$ cat src/rtl/im_loader_pkg.sv
`default_nettype none
// ============================================================================
// Module      : im_loader_pkg
// Description : Shared types and constants for the instruction-memory loader.
//               - state_t     : loader FSM states
//               - IM_WORD_W   : instruction word width
//               - byte-order constants (opcode [15:9], literal [7:0])
//               - pack_word() : joins the hi/lo stream bytes into one word
// Revision    : 1.0 - initial release
// ============================================================================
package im_loader_pkg;

    typedef enum logic [2:0] {
        ST_IDLE  = 3'd0,
        ST_HI    = 3'd1,
        ST_LO    = 3'd2,
        ST_CHK   = 3'd3,
        ST_DONE  = 3'd4,
        ST_ERROR = 3'd5
    } state_t;

    localparam int IM_WORD_W      = 16;
    localparam int IM_BYTE_W      = 8;
    localparam int IM_OPCODE_MSB  = 15;
    localparam int IM_OPCODE_LSB  = 9;
    localparam int IM_LITERAL_MSB = 7;
    localparam int IM_LITERAL_LSB = 0;

    // The first byte of a pair is the high byte: it carries the opcode field
    // (bit 8 travels along unused); the second byte is the literal.
    function automatic logic [IM_WORD_W-1:0] pack_word(
        input logic [IM_BYTE_W-1:0] hi,
        input logic [IM_BYTE_W-1:0] lo
    );
        return {hi, lo};
    endfunction

endpackage
`default_nettype wire

$ cat src/rtl/im_loader_xor_accum.sv
`default_nettype none
// ============================================================================
// Module      : xor_accum
// Description : 8-bit XOR accumulator used for the loader's frame checksum.
//               clr has priority; with clr and en together the accumulator
//               is loaded with din so the first byte of a frame is included.
// Ports       : clk, rst_n (async, active-low), clr, en, din[7:0] -> acc[7:0]
// Revision    : 1.0 - initial release
// ============================================================================
module xor_accum
    import im_loader_pkg::*;
(
    input  logic                 clk,
    input  logic                 rst_n,
    input  logic                 clr,
    input  logic                 en,
    input  logic [IM_BYTE_W-1:0] din,
    output logic [IM_BYTE_W-1:0] acc
);

    always_ff @(posedge clk or negedge rst_n) begin
        if (!rst_n) begin
            acc <= '0;
        end else if (clr) begin
            acc <= en ? din : '0;
        end else if (en) begin
            acc <= acc ^ din;
        end
    end

endmodule
`default_nettype wire

$ cat src/rtl/im_loader.sv
`default_nettype none
// ============================================================================
// Module      : im_loader
// Description : Program loader. Receives a COUNT byte followed by COUNT
//               hi/lo byte pairs over a valid/ready stream, writes each
//               16-bit word into instruction memory at BASE_ADDR+index
//               (wrapping), then raises cpu_run.
// Build macro : IM_LOADER_CHECKSUM_EN - expect a trailing XOR checksum byte
//               (COUNT ^ all data bytes); a mismatch goes to a sticky error.
// Ports       : clk, rst_n (async, active-low)
//               in_data/in_valid/in_ready : byte stream
//               reload                     : synchronous restart
//               im_we/im_addr/im_wdata     : instruction-memory write port
//               cpu_run, busy, error, words_loaded : status
// Revision    : 1.0 - initial release
// ============================================================================
module im_loader
    import im_loader_pkg::*;
#(
    parameter int ADDR_W    = 8,
    parameter int BASE_ADDR = 0
) (
    input  logic                 clk,
    input  logic                 rst_n,
    input  logic [7:0]           in_data,
    input  logic                 in_valid,
    output logic                 in_ready,
    input  logic                 reload,
    output logic                 im_we,
    output logic [ADDR_W-1:0]    im_addr,
    output logic [IM_WORD_W-1:0] im_wdata,
    output logic                 cpu_run,
    output logic                 busy,
    output logic                 error,
    output logic [ADDR_W:0]      words_loaded
);

    localparam int CNT_W = ADDR_W + 1;

    state_t                 r_state;
    logic [7:0]             r_hi;
    logic [CNT_W-1:0]       r_count;
    logic [CNT_W-1:0]       r_index;

    logic                   w_accept;
    logic [CNT_W-1:0]       w_count_raw;
    logic [CNT_W-1:0]       w_count_n;
    logic [CNT_W-1:0]       w_index_next;
    logic                   w_last;

    assign in_ready = ((r_state == ST_IDLE) || (r_state == ST_HI) ||
                       (r_state == ST_LO)   || (r_state == ST_CHK)) && !reload;
    assign busy     = (r_state == ST_HI) || (r_state == ST_LO) || (r_state == ST_CHK);
    assign w_accept = in_valid && in_ready;

    // The index only advances together with a write, so it is the word count.
    assign words_loaded = r_index;

    if (ADDR_W >= 8) begin : g_count_wide
        assign w_count_raw = {{(CNT_W-8){1'b0}}, in_data};
    end else begin : g_count_narrow
        assign w_count_raw = in_data[CNT_W-1:0];
    end

    // COUNT of zero encodes a full memory of 2^ADDR_W words.
    assign w_count_n    = (in_data == 8'd0) ? (CNT_W'(1) << ADDR_W) : w_count_raw;
    assign w_index_next = r_index + CNT_W'(1);
    assign w_last       = (w_index_next >= r_count);

`ifdef IM_LOADER_CHECKSUM_EN
    logic       r_error;
    logic [7:0] w_acc;
    logic       w_acc_clr;
    logic       w_acc_en;

    // COUNT restarts the sum; every COUNT/data byte is folded in, the
    // checksum byte itself is only compared.
    assign w_acc_clr = reload || ((r_state == ST_IDLE) && w_accept);
    assign w_acc_en  = w_accept && (r_state != ST_CHK);
    assign error     = r_error;

    xor_accum u_xor_accum (
        .clk   (clk),
        .rst_n (rst_n),
        .clr   (w_acc_clr),
        .en    (w_acc_en),
        .din   (in_data),
        .acc   (w_acc)
    );
`else
    assign error = 1'b0;
`endif

    always_ff @(posedge clk or negedge rst_n) begin
        if (!rst_n) begin
            r_state  <= ST_IDLE;
            r_hi     <= '0;
            r_count  <= '0;
            r_index  <= '0;
            im_we    <= 1'b0;
            im_addr  <= '0;
            im_wdata <= '0;
            cpu_run  <= 1'b0;
`ifdef IM_LOADER_CHECKSUM_EN
            r_error  <= 1'b0;
`endif
        end else begin
            im_we <= 1'b0;
            if (reload) begin
                // Partial words are dropped; memory keeps what was written.
                r_state <= ST_IDLE;
                r_index <= '0;
                cpu_run <= 1'b0;
`ifdef IM_LOADER_CHECKSUM_EN
                r_error <= 1'b0;
`endif
            end else begin
                case (r_state)
                    ST_IDLE: begin
                        if (w_accept) begin
                            r_count <= w_count_n;
                            r_index <= '0;
                            r_state <= ST_HI;
                        end
                    end
                    ST_HI: begin
                        if (w_accept) begin
                            r_hi    <= in_data;
                            r_state <= ST_LO;
                        end
                    end
                    ST_LO: begin
                        if (w_accept) begin
                            im_we    <= 1'b1;
                            im_addr  <= ADDR_W'(BASE_ADDR) + r_index[ADDR_W-1:0];
                            im_wdata <= pack_word(r_hi, in_data);
                            r_index  <= w_index_next;
                            if (!w_last) begin
                                r_state <= ST_HI;
                            end else begin
`ifdef IM_LOADER_CHECKSUM_EN
                                r_state <= ST_CHK;
`else
                                r_state <= ST_DONE;
                                cpu_run <= 1'b1;
`endif
                            end
                        end
                    end
`ifdef IM_LOADER_CHECKSUM_EN
                    ST_CHK: begin
                        if (w_accept) begin
                            if (in_data == w_acc) begin
                                r_state <= ST_DONE;
                                cpu_run <= 1'b1;
                            end else begin
                                r_state <= ST_ERROR;
                                r_error <= 1'b1;
                            end
                        end
                    end
`endif
                    default: begin
                        // DONE and ERROR hold until reload.
                        r_state <= r_state;
                    end
                endcase
            end
        end
    end

endmodule
`default_nettype wire

$ cat config.mk
export PLATFORM = sky130hd
export DESIGN_NAME = im_loader
export DESIGN_NICKNAME = d
export VERILOG_FILES = /design/src/rtl/im_loader_pkg.sv /design/src/rtl/im_loader_xor_accum.sv /design/src/rtl/im_loader.sv
export SDC_FILE = /design/constraint.sdc
export NUM_CORES = 1
export LEC_CHECK = 0
export ABC_CLOCK_PERIOD_IN_PS = 3000
export CAP_MARGIN = 25
export CORE_MARGIN = 2
export CORE_UTILIZATION = 42
export DETAILED_ROUTE_END_ITERATION = 6
export GPL_TIMING_DRIVEN = 0
export PLACE_DENSITY = 0.73
export SLEW_MARGIN = 20
export SYNTH_ARGS = -nofsm -noshare
export SYNTH_HDL_FRONTEND = slang
export SYNTH_SLANG_ARGS = --single-unit
$ cat constraint.sdc
create_clock -name clk -period 3 [get_ports clk]
set_input_delay 0.45 -clock clk [delete_from_list [all_inputs] [get_ports clk]]
set_output_delay 0.45 -clock clk [all_outputs]
set_load 0.02 [all_outputs]
==> impl_metrics.ini, run 1 <==
[synth]
ys.flop_type = dfrtp_1
synth_warnings = 0
synth_area_leaders = dfrtp_1 (54%), nand2_1 (13%), ha_1 (4.9%)
avgSynthCellArea_um2 = 9.81
syn_area_mm2 = 0.00254
synth_seq_cells = 55
syn_inst = 259
ys_async_sr_fraction = 1.00
synth_edf_count = 0
netlist-cell-type-count = 39
synth.top_cell.area_share = 0.542
syn_nets = 281
synth_area_leader_cell = dfrtp_1
synth-seq-area-share = 0.542

[grt]
antenna_found_initial = 0
grt_pass1_wl_mm = 9.35
grt.total_usage = 0.185
grt_pass1_vias = 1946
grt_overflow = 0
use_met3 = 0.0407
grt_max_degree = 56
met2_usage = 0.309
busiest_layer = met2
met1_usage = 0.241

[timing]
rsz0062_at_grt = false
slew_headroom = 0.556
period_minus_slack_ns = 2.52
tightest_slew_ns = 0.666
setup-violations-final = 0
clock_skew_ns = 0.00738
max_freq_ghz = 0.397
hold_violations = 0
drv_slew = 0
period_share = 0.840

[place]
postPlaceCellArea_mm2 = 0.00310
dp_hpwl_mm = 3.99
portBuffers = 47
gp_congestion = 0.825

[die]
die-width_um = 81.8
ioPinCount = 50
rows = 28
die_area_mm2 = 0.00669
fp.dieH_um = 81.8
coreArea_mm2 = 0.00589
start_util = 0.432

[cts]
post_cts_resized = 0
cts_tree = yes
htreeDepth = 2
clockRootBuffer = clkbuf_8
clk_pin_slew_ns = 0.10
post_cts_buffers = 0
cts_buffer_depth = 2
holdBufCountCts = 0
clock_latency_ns = 0.31
clock_sinks = 55
numCtsBuffers = 5

[critical_path]
rr_startpoint = words_loaded[0]
critPathKind = reg2reg
cp.required_ns = 3.23
critPathArrivalTime_ns = 2.75
critPathTopFamily = compound AO/OA/AOI/OAI gates
rrSetupSlack_ns = 0.48
path_max_fanout = 8
slowest_stage = dfrtp_1
cp-end-kind = flip-flop
r2r_end = r_state[0]
slowest_delay_ns = 0.49
ff2ff_path_depth = 9
cp-start-kind = flip-flop
crit_chain = ha_1 > nand2_1 > nor3_1 > xor2_1 > ha_1 > a21oi_1 > o21ai_0 > a221o_1 > nor3_1
crit_buf_inv = 0

[drt]
dr.pass1.iters = 4
via_count = 1979
wl_per_cell_um = 14.6
finalWirelength_mm = 5.66
detail_route.iter0.violations = 94
viasPerCell = 5.09
route.detailed.drc = 0
ant_nets = 0

[finish]
final_common_cell = nand2_1
fin_nets = 335
antennaDiodeCount = 0
layout-drive-gt1-share = 0.102
area_growth_pct = 27.3
mostFrequentLayoutCells = nand2_1 (86), dfrtp_1 (55), clkdlybuf4s50_1 (46)
finish.utilization = 0.550
final_area_mm2 = 0.00323

[run]
cap_violations = 0

[pwr]
max-vdd-ir-drop_v = 0.000356
p_per_area_mw_per_mm2 = 591
p_leak_uw = 0.00157

[outcome]
status = completed

[hold_path]
min_path_type = in2async
## cells in the mapped netlist (2+ instances only)
cell and count:
inv_1 11, a22o_1 6, nand3_1 3, mux2_2 9, o21ai_1 2, a211oi_1 2
nor4_1 2, nor2_1 9, or3_1 2, buf_4 2, nor3_1 4, dfrtp_1 55
xnor2_1 3, ha_1 10, buf_6 4, buf_2 3, o21ai_0 13, nand2_1 86
clkbuf_1 3, nor2b_1 3, a21oi_1 6, xor2_1 4
## stage by stage
| stage | hold WS [ns] | worst slack [ns] | std cells | setup TNS [ns] | power [uW] |
|---|---|---|---|---|---|
| 6_report | 0.173 | 0.481 | 389 | 0 | 1910 |
| 5_1_grt | 0.230 | 0.257 | 389 | 0 | 2010 |
| 4_1_cts | 0.193 | 0.511 | 389 | 0 | 1930 |
| 3_5_place_dp | 0.455 | 0.538 | 381 | 0 | 1350 |
| 3_3_place_gp | 0.447 | -0.173 | 381 | -9.39 | 1340 |
| 2_1_floorplan | 0.154 | 0.658 | 259 | 0 | 1150 |
## state kept, by name (all words and copies together) (netlist names)
name / count
cpu_run: 1
im_addr: 8
im_wdata: 16
im_we: 1
r_count: 9
r_hi: 8
r_state: 3
words_loaded: 9
## power breakdown
group / internal [uW] / total, uW / leakage, uW / switching (uW)
Sequential: 855 / 912 / 0.000721 / 56.8
Clock: 334 / 574 / 0.0000654 / 240
Combinational: 201 / 427 / 0.000786 / 226
Total: 1390 / 1910 / 0.00157 / 523
## cell families after synthesis
group	after synthesis	synth area share
compound gates	36	0.0911
xor+xnor	7	0.0241
fa+ha+maj	10	0.0493
buf+inv	24	0.0517
flops	55	0.542
mux	10	0.0438
other cells	1	0.00148
simple gates	116	0.197
## worst max-delay path by stage
stage	startpoint	endpoint	slack (ns)	cells after the start
CTS	words_loaded[0]	r_state[0]	0.51	9
floorplan	words_loaded[0]	r_state[0]	0.66	9
detailed placement	words_loaded[0]	r_state[0]	0.54	9
finish	words_loaded[0]	r_state[0]	0.48	9
global route	words_loaded[0]	r_state[0]	0.26	9
global placement	rst_n	r_state[2]	-0.17	1
## cell type report
| cell class | count | area [um^2] |
|---|---|---|
| fill | 539 | 2650 |
| sequential | 55 | 1380 |
| multi-input combinational | 180 | 1030 |
| timing repair buffer | 47 | 468 |
| tap | 75 | 93.8 |
| buffer | 12 | 86.3 |
| clock buffer | 6 | 72.6 |
| clock inverter | 2 | 60.1 |
| inverter | 12 | 45.0 |
## routing by layer
layer,wire (um),part of all wire,vias to the layer above
li1,-,-,958
met1,2700,0.48,967
met2,2680,0.47,47
met3,222,0.039,7
met4,55,0.0097,0
met5,0,0,-
Power figures use the tool's default switching activity.
==> run 2: changes to the inputs <==
--- a/config.mk
+++ b/config.mk
@@ -5,7 +5,7 @@
 export SDC_FILE = /design/constraint.sdc
 export NUM_CORES = 1
 export LEC_CHECK = 0
-export ABC_CLOCK_PERIOD_IN_PS = 3000
+export ABC_CLOCK_PERIOD_IN_PS = 2400
 export CAP_MARGIN = 25
 export CORE_MARGIN = 2
 export CORE_UTILIZATION = 42
==> constraint.sdc (replaced) <==
create_clock -name clk -period 2.4 [get_ports clk]
set_input_delay 0.36 -clock clk [delete_from_list [all_inputs] [get_ports clk]]
set_output_delay 0.36 -clock clk [all_outputs]
set_load 0.02 [all_outputs]
==> impl_metrics.ini, run 2 (synthesis results as in run 1) <==
[drt]
ant_nets = 0
via_count = 1979
dr.pass1.iters = 4
route.detailed.drc = 0
highest_layer = met4
met2WireLength_mm = 2.74
detail_route.iter0.violations = 84
wl_met3_um = 228
m1WireLength_mm = 2.72
viasPerCell = 5.05
finalWirelength_mm = 5.74
wl_per_cell_um = 14.6

[die]
fp.dieH_um = 81.8
die_area_mm2 = 0.00669
start_util = 0.432
die-width_um = 81.8
rows = 28
ioPinCount = 50
coreArea_mm2 = 0.00589

[finish]
layout.cells.non_filler = 392
area_growth_pct = 29.1
final_common_cell = nand2_1
fin_nets = 338
top_register = im_wdata
largest_reg_flops = 16
final_area_mm2 = 0.00328
finish.utilization = 0.557
antennaDiodeCount = 0
mostFrequentLayoutCells = nand2_1 (86), dfrtp_1 (52), clkdlybuf4s50_1 (46)
layout-drive-gt1-share = 0.126

[timing]
max_freq_ghz = 0.445
setup-violations-final = 0
rsz0062_at_grt = false
period_share = 0.936
period_minus_slack_ns = 2.25
slew_headroom = 0.553
drv_slew = 0
tightest_slew_ns = 0.670
hold_violations = 0
clock_skew_ns = 0.00983

[critical_path]
critPathArrivalTime_ns = 2.49
crit_chain = nand3_2 > or2_2 > xnor2_1 > ha_1 > a21oi_1 > o21ai_1 > a221o_1 > nor3_1
ff2ff_path_depth = 8
critPathKind = reg2reg
slowest_stage = dfrtp_1
cp-start-kind = flip-flop
slowest_delay_ns = 0.49
path_max_fanout = 6
cp.required_ns = 2.64
cp-end-kind = flip-flop

[place]
dp_hpwl_mm = 3.99
postPlaceCellArea_mm2 = 0.00310
portBuffers = 47
gp_congestion = 0.825
place_inst = 381

[pwr]
max-vdd-ir-drop_v = 0.000445
p_per_area_mw_per_mm2 = 732
p_leak_uw = 0.00158
fin_total_pwr_uw = 2400

[cts]
numCtsBuffers = 5
htreeDepth = 2
cts_buffer_depth = 2
clock_sinks = 55
clock_latency_ns = 0.31
clockRootBuffer = clkbuf_8
holdBufCountCts = 0
cts_tree = yes
clk_pin_slew_ns = 0.10

[grt]
grt.total_usage = 0.185
grt_max_degree = 56
grt_pass1_vias = 1948
grt_overflow = 0
antenna_found_initial = 0
grt_pass1_wl_mm = 9.36

[outcome]
status = completed

[run]
cap_violations = 0

[hold_path]
min_path_type = in2async
## run 2: changes by cell type in the layout (fill, tap and decap cells not counted)
cell / before / now
buf_4: 3 / 6
dfrtp_1: 55 / 52
dfrtp_2: 0 / 3
ha_1: 10 / 9
ha_4: 0 / 1
nor3_1: 4 / 3
nor3_2: 0 / 1
o21ai_0: 13 / 12
o21ai_1: 2 / 3
## run 2: final timing paths
path	to	slack (ns)	from
min in group clk	r_state[1]	0.38	reload
worst max register to register	r_state[0]	0.15	words_loaded[3]
max in group asynchronous	words_loaded[0]	1.84	rst_n
worst max-delay path	r_state[0]	0.15	words_loaded[3]
worst min register to register	im_wdata[9]	0.47	r_hi[1]
worst min-delay path	im_wdata[0]	0.08	rst_n
## run 2: power by group
part,switching (uW),total [uW],internal (uW)
Clock,307,724,417
Sequential,70.0,1140,1070
Combinational,284,537,253
Total,661,2400,1740
## run 2: timing repair
action,CTS,global route
buffers inserted,0,3
pin swaps,0,0
endpoints found under the setup margin,2,3
resized for setup,3,4
## run 2: per-stage QoR
step                      hold WS [ns]  setup WS, ns  setup TNS [ns]
after floorplan                 0.0644        0.0579               0
final                           0.0825         0.153               0
after global routing             0.140        0.0387               0
after CTS                        0.103        0.0174               0
after detailed placement         0.452       -0.0624         -0.0624
after global placement           0.447        -0.683          -37.50
## run 2: area by class of cell
cell class | count | area, um^2
Buffer | 12 | 86.3
Clock buffer | 6 | 72.6
Clock inverter | 2 | 60.1
Fill cell | 537 | 2610
Inverter | 12 | 45.0
Multi-Input combinational cell | 180 | 1050
Sequential cell | 55 | 1380
Tap cell | 75 | 93.8
Timing Repair Buffer | 50 | 490
## run 2: worst max-delay path: cells and delay by family, from the launching register on
kind            cells  cell delay, ns
simple gates        3            0.67
compound gates      3            0.60
flops               1            0.49
fa+ha+maj           1            0.29
xor+xnor            1            0.14
## run 2: routing by layer
metal,global-route usage,up-vias
met2,0.309,43
met4,0.0550,0
met1,0.242,968
met3,0.0407,7
met5,0,-
li1,-,961
==> run 3: changes to the inputs <==
--- a/config.mk
+++ b/config.mk
@@ -10,8 +10,10 @@
 export CORE_MARGIN = 2
 export CORE_UTILIZATION = 42
 export DETAILED_ROUTE_END_ITERATION = 6
+export DONT_BUFFER_PORTS = 1
 export GPL_TIMING_DRIVEN = 0
-export PLACE_DENSITY = 0.73
+export PLACE_DENSITY = 0.62
+export SKIP_LAST_GASP = 1
 export SLEW_MARGIN = 20
 export SYNTH_ARGS = -nofsm -noshare
 export SYNTH_HDL_FRONTEND = slang
==> impl_metrics.ini, run 3 (synthesis results as in run 1) <==
[place]
gp_congestion = 0.786
portBuffers = 0
dp_hpwl_mm = 3.85

[cts]
clock_latency_ns = 0.31
cts_buffer_depth = 2
htreeDepth = 2
clock_sinks = 55
numCtsBuffers = 5
clockRootBuffer = clkbuf_8
cts_tree = yes
clk_pin_slew_ns = 0.11

[timing]
drv_slew = 0
clock_skew_ns = 0.00840
period_minus_slack_ns = 2.30
setup-violations-final = 0
holdWs_ns = 0.142
max_freq_ghz = 0.434
period_share = 0.960
hold_violations = 0
setup-tns-final_ns = 0
slew_headroom = 0.618
tightest_slew_ns = 0.572
rsz0062_at_grt = true

[grt]
grt_pass1_wl_mm = 8.87
use_met3 = 0.0560
grt_max_degree = 56
met1_usage = 0.232
met2_usage = 0.274
grt.total_usage = 0.174
busiest_layer = met2
grt_pass1_vias = 1791
antenna_found_initial = 0
grt_overflow = 0

[finish]
fin_nets = 291
mostFrequentLayoutCells = nand2_1 (86), dfrtp_1 (50), o21ai_0 (12)
top_register = im_wdata
antennaDiodeCount = 0
final_common_cell = nand2_1
layout-drive-gt1-share = 0.159
largest_reg_flops = 16
area_growth_pct = 11.7

[critical_path]
cp-end-kind = flip-flop
cp.required_ns = 2.64
critPathKind = reg2reg
critPathArrivalTime_ns = 2.54
path_max_fanout = 8
cp-start-kind = flip-flop

[run]
cap_violations = 0

[die]
fp.dieH_um = 81.8
die-width_um = 81.8
start_util = 0.432
ioPinCount = 50
die_area_mm2 = 0.00669
rows = 28
coreArea_mm2 = 0.00589

[drt]
detail_route.iter0.violations = 64
ant_nets = 0
route.detailed.drc = 0
dr.pass1.iters = 4
viasPerCell = 5.17
finalWirelength_mm = 5.55
via_count = 1782
wl_per_cell_um = 16.1

[pwr]
p_per_area_mw_per_mm2 = 761
max-vdd-ir-drop_v = 0.000577
p_leak_uw = 0.00142

[hold_path]
min_path_type = in2reg

[outcome]
status = completed
run 3: repair_timing:
item,CTS,global route
resized for setup,6,6
pin swaps,0,1
hold buffers,2,0
endpoints found under the setup margin,3,2
setup buffers,0,1
hold endpoints to repair,55,0
run 3: per-layer routing:
metal	up-vias	share of wire
li1	872	-
met1	847	0.48
met2	55	0.44
met3	8	0.063
met4	0	0.015
met5	-	0
run 3: final timing paths:
| check | start | end | slack (ns) | depth (start not counted) |
|---|---|---|---|---|
| min in group asynchronous | rst_n | r_state[1] | 0.56 | 2 |
| max | words_loaded[0] | r_state[0] | 0.1 | 9 |
| min reg2reg | r_hi[5] | im_wdata[13] | 0.47 | 2 |
| max in group asynchronous | rst_n | words_loaded[0] | 1.58 | 2 |
| min | in_data[2] | im_wdata[2] | 0.14 | 2 |
| max reg2reg | words_loaded[0] | r_state[0] | 0.1 | 9 |
run 3: final cells by class:
class	instances	area, um^2
plain buffers	12	86.3
clock buffers	5	68.8
clock inverters	3	50.0
fillers	581	3050
inverters	12	45.0
multi-input cells	180	1060
flip-flops and latches	55	1380
well taps	75	93.8
repair buffers	3	45.0
run 3: where the power goes:
part | switching (uW) | internal, uW | total [uW]
combinational | 143 | 112 | 255
clock | 332 | 322 | 655
sequential | 181 | 1070 | 1250
run 3: stage by stage:
stage	cells	area (um^2)	utilization	power, uW	worst slack, ns
after floorplan	259	2540	-	1430	0.0579
after global placement	334	2630	0.447	1480	-0.264
after detailed placement	334	2630	0.447	1500	-0.256
after CTS	344	2810	0.477	2170	0.00138
after global routing	345	2840	0.482	2270	-0.0196
final	345	2840	0.482	2160	0.0956
run 3: critical path, stage by stage, from the launching register on:
cell and delay [ns]:
dfrtp_2 0.53, ha_4 0.18, nand2_1 0.07, or2_4 0.28
xnor2_2 0.14, ha_1 0.30, a21oi_1 0.14, o21ai_1 0.13
a221o_1 0.35, nor3_1 0.12
